File: config.mk
export PLATFORM = sky130hd
export DESIGN_NAME = mux_rr_arb
export DESIGN_NICKNAME = d
export VERILOG_FILES = /design/src/rtl/mux_rr_arb.sv
export SDC_FILE = /design/constraint.sdc
export NUM_CORES = 1
export LEC_CHECK = 0
export ABC_AREA = 1
export CORE_MARGIN = 2
export CORE_UTILIZATION = 25
export DETAILED_ROUTE_END_ITERATION = 6
export PLACE_DENSITY_LB_ADDON = 0.2
export SYNTH_ARGS = -nofsm -noshare
export SYNTH_HDL_FRONTEND = slang
export SYNTH_SLANG_ARGS = --single-unit
File: constraint.sdc
create_clock -name clk -period 3.65 [get_ports clk]
set_input_delay 0.73 -clock clk [delete_from_list [all_inputs] [get_ports clk]]
set_output_delay 0.73 -clock clk [all_outputs]
set_load 0.01 [all_outputs]
File: src/rtl/mux_rr_arb.sv
// mux_rr_arb: N:1 data mux with round-robin arbitration, valid/ready on all
// channels and a single-entry registered output stage.
// Optional packet lock: define MUX_RR_LOCK_EN to add in_last and hold the
// grant on one channel until its end-of-packet beat transfers.
module mux_rr_arb #(
    parameter int Data_Width = 8,
    parameter int Num_Inputs = 4,
    parameter int Sel_Width  = 2
) (
    input  logic                             clk,
    input  logic                             rst,
    input  logic [Num_Inputs*Data_Width-1:0] in_data,
    input  logic [Num_Inputs-1:0]            in_valid,
`ifdef MUX_RR_LOCK_EN
    input  logic [Num_Inputs-1:0]            in_last,
`endif
    output logic [Num_Inputs-1:0]            in_ready,
    output logic [Data_Width-1:0]            out_data,
    output logic                             out_valid,
    input  logic                             out_ready,
    output logic [Sel_Width-1:0]             out_sel
);

    logic [Sel_Width-1:0]  last_grant;
    logic [Sel_Width-1:0]  win;
    logic                  found;
    logic                  slot_free;
    logic                  xfer;
    logic [Data_Width-1:0] win_data;

`ifdef MUX_RR_LOCK_EN
    logic                  locked;
    logic [Sel_Width-1:0]  lock_ch;
`endif

    assign slot_free = !out_valid || out_ready;

    // Pick the first valid channel after last_grant (or the locked channel).
    always_comb begin
        logic [Sel_Width-1:0] cidx;
        found = 1'b0;
        win   = '0;
        cidx  = '0;
        for (int k = 1; k <= Num_Inputs; k++) begin
            cidx = Sel_Width'((int'(last_grant) + k) % Num_Inputs);
            if (!found && in_valid[cidx]) begin
                found = 1'b1;
                win   = cidx;
            end
        end
`ifdef MUX_RR_LOCK_EN
        // A packet in flight owns the output even while its channel idles.
        if (locked) begin
            found = in_valid[lock_ch];
            win   = lock_ch;
        end
`endif
    end

    assign xfer = found && slot_free;

    // Grant is one-hot to the winner only when the output slot can take it.
    always_comb begin
        in_ready = '0;
        if (xfer && !rst)
            in_ready[win] = 1'b1;
    end

    // Select the winning channel's word.
    always_comb begin
        win_data = '0;
        for (int i = 0; i < Num_Inputs; i++)
            if (win == Sel_Width'(i))
                win_data = in_data[i*Data_Width +: Data_Width];
    end

    // Output register: load on transfer, clear valid on drain, hold on stall.
    always_ff @(posedge clk or posedge rst) begin
        if (rst) begin
            out_valid  <= 1'b0;
            out_data   <= '0;
            out_sel    <= '0;
            last_grant <= Sel_Width'(Num_Inputs - 1);
`ifdef MUX_RR_LOCK_EN
            locked     <= 1'b0;
            lock_ch    <= '0;
`endif
        end else if (xfer) begin
            out_valid <= 1'b1;
            out_data  <= win_data;
            out_sel   <= win;
`ifdef MUX_RR_LOCK_EN
            // Priority only rotates once the whole packet has gone.
            locked  <= !in_last[win];
            lock_ch <= win;
            if (in_last[win])
                last_grant <= win;
`else
            last_grant <= win;
`endif
        end else if (out_ready) begin
            out_valid <= 1'b0;
        end
    end

endmodule

==> run_results.csv, run 1 <==
group,metric,value,unit
power_and_ir_drop,total_power,1.84,mW
critical_path,cp_slowest_cell,"clkdlybuf4s50_1",
synth,ys_seq_elements,13,
synth,synth.cell_area,1120,µm²
critical_path,path_depth,12,
critical_path,crit_fanout,4,
clocking,cts_root_buffer,"clkbuf_8",
grt,grt_util_all_layers,0.137,
sta,skew,0.00198,ns
power_and_ir_drop,vdd_drop_max,0.000523,V
sta,drv_slew,0,
route,ant_nets,0,
final_layout,area.growth.synth_to_final,58.2,%
clocking,cts_max_level,1,
critical_path,crit_arrival,2.74,ns
floorplanning,die_area,5030,µm²
clocking,cts_tree,"built",
critical_path,worst-path-buf-inv,4,
critical_path,critPathKind,"input pin to primary output",
route,via_count,1229,
grt,overflow,0,
clocking,cts_buffers,3,
synth,yosysSeqAreaShare,0.293,
synth,ys.warnings.count,0,
grt,grt_max_degree,17,
final_layout,diodes,0,
critical_path,required,2.92,ns
route,drt_iter0_drc,82,
final_layout,drive_gt1_frac,0.151,
final_layout,n_fill_cell,465,
sta,min_period_over_period,0.950,
min_path,holdPathStages,2,
floorplanning,die_y,70.9,µm
sta,hold_viol,0,
critical_path,cpMostUsedCell,"nand2_1",
floorplanning,fp.dieW,70.9,µm
place,hpwlAfterDp,2600,µm
route,vias_per_cell,4.44,
critical_path,r2r_cells,14,
run,maxCapViolCount,0,
sta,worst_pin_slew,0.271,ns
clocking,cts_sinks,13,
place,io_buffers,53,
synth,avgSynthCellArea,6.67,µm²
route,routed_wl,3330,µm
final_layout,final_cell_mix,"72 x nand2_1, 51 x clkdlybuf4s50_1, 19 x nand3_1",
route,drcViolationCount,0,
route,wl_per_cell,12.0,µm
synth,synthCells,168,
grt,grt_pass1_vias,1165,
route,first_pass_iters,4,
clocking,insertion_delay,0.24,ns
sta,fmax,288,MHz
critical_path,crit_path_end,"in_ready[0]",
critical_path,slowest_delay,0.57,ns
sta,slew_headroom,0.819,
floorplanning,ioPinCount,54,
critical_path,r2r_end,"out_data[3]",
critical_path,r2r_slack,1.21,ns
critical_path,crit_chain,"clkdlybuf4s50_1 -> nand2_1 -> nand2_1 -> nand2_1 -> nand2_1 -> inv_2 -> nand4_1 -> nand2_1 -> inv_1 -> nand2_1 -> nor3_1 -> clkdlybuf4s50_1",
grt,grt_first_pass_wirelength,5510,µm
clocking,ctsLongestPathBuffers,2,
floorplanning,fp-row-count,24,
critical_path,end_kind,"primary output",
power_and_ir_drop,power.density,1040,nW/µm²
critical_path,reg2reg_from,"last_grant[0]",
floorplanning,initial_core_util,0.259,
sta,period_minus_slack,3.47,ns
sta,setup_viol,0,
sta,tns,0,ns
clocking,clkTransAtPathRegs,0.05,ns
synth,ys_types,25,
floorplanning,core,4320,µm²
critical_path,start_kind,"input pin",
grt,antenna_found_initial,0,
synth,synth_nets,207,
run_status,status,"finished, final reports clean",
clocking,postCtsSetupRepairBufs,0,
critical_path,crit_start,"in_valid[0]",
final_layout,finish.net_count,265,
final_layout,layout_commonest_cell,"nand2_1",
place,gp_congestion,0.804,
min_path,hp-class,"flop to flop",
critical_path,cp_top_family,"buffers and inverters",
sta,rsz0062_at_grt,"no",
power_and_ir_drop,p_leak,0.863,nW
## cells by family after synthesis
logic type / share of synthesized area
flops: 0.293
compound gates: 0.0413
buf+inv: 0.0927
simple gates: 0.573
## what timing repair did
item | in CTS | in global routing
setup endpoints to repair | 0 | 2
hold endpoints to repair | 0 | 0
resized for setup | 0 | 4
hold buffers | 0 | 0
## layer usage
| metal | up-vias | GRT usage | share of wire |
|---|---|---|---|
| met4 | 0 | 0.0440 | 0.012 |
| met2 | 30 | 0.211 | 0.46 |
| li1 | 662 | - | - |
| met3 | 5 | 0.0214 | 0.042 |
| met1 | 532 | 0.196 | 0.49 |
| met5 | - | 0 | 0 |
## report_power, final
group / total, mW / switching (mW) / internal (mW) / leakage (nW)
logic: 1.42 / 0.862 / 0.554 / 0.685
clock network: 0.125 / 0.0483 / 0.0769 / 0.0228
registers: 0.295 / 0.0619 / 0.233 / 0.155
## Yosys cell counts (all sizes together)
master / n / share of area
dfstp: 2 / 0.047
nand3: 21 / 0.11
clkbuf: 1 / 0.0033
a21oi: 2 / 0.019
nand2: 80 / 0.29
nor2: 6 / 0.046
nand4: 16 / 0.10
nand3b: 1 / 0.010
buf: 5 / 0.039
dfrtp: 11 / 0.25
inv: 15 / 0.050
or2: 1 / 0.0056
o21ai: 5 / 0.022
nor3: 2 / 0.0089
## state kept, by name (all words and copies together), names as in the netlist
| signal | cells |
|---|---|
| out_valid | 1 |
| last_grant | 2 |
| out_sel | 2 |
| out_data | 8 |
## metrics by stage
stage / instances / utilization / hold slack (ns) / instance area [µm²] / worst slack [ns]
6_report: 277 / 0.410 / 0.479 / 1770 / 0.184
5_1_grt: 277 / 0.410 / 0.514 / 1770 / 0.00830
2_1_floorplan: 168 / - / 0.514 / 1120 / 1.04
3_5_place_dp: 273 / 0.396 / 0.467 / 1710 / 0.121
3_3_place_gp: 273 / 0.396 / 0.461 / 1710 / 0.130
4_1_cts: 277 / 0.407 / 0.482 / 1760 / 0.119
## how the worst min path moves through the flow
stage | to | startpoint
after detailed placement | out_sel[0] | out_sel[0]
after floorplan | out_sel[1] | out_sel[1]
final | out_data[1] | out_data[1]
after global routing | out_data[2] | out_data[2]
after CTS | out_data[1] | out_data[1]
after global placement | out_data[1] | out_data[1]
## layout make-up
class	instances	area, µm²	area share
Sequential cell	13	328	0.185
Multi-Input combinational cell	134	697	0.393
Clock buffer	4	45.0	0.0254
Tap cell	52	65.1	0.0367
Timing Repair Buffer	59	581	0.328
Inverter	15	56.3	0.0318
## worst min-delay path, cell delays in order, from the launching register on
cell	delay (ns)
dfrtp_1	0.34
nand2_1	0.05
nand2_1	0.06
Power figures use the tool's default switching activity.
==> run 2: changes to the inputs <==
--- a/config.mk
+++ b/config.mk
@@ -9,6 +9,7 @@
 export CORE_MARGIN = 2
 export CORE_UTILIZATION = 25
 export DETAILED_ROUTE_END_ITERATION = 6
+export GPL_ROUTABILITY_DRIVEN = 0
 export PLACE_DENSITY_LB_ADDON = 0.2
 export SYNTH_ARGS = -nofsm -noshare
 export SYNTH_HDL_FRONTEND = slang
==> results of run 2 <==
Same layout as run 1: the final DEF is identical, and so are final timing and power.
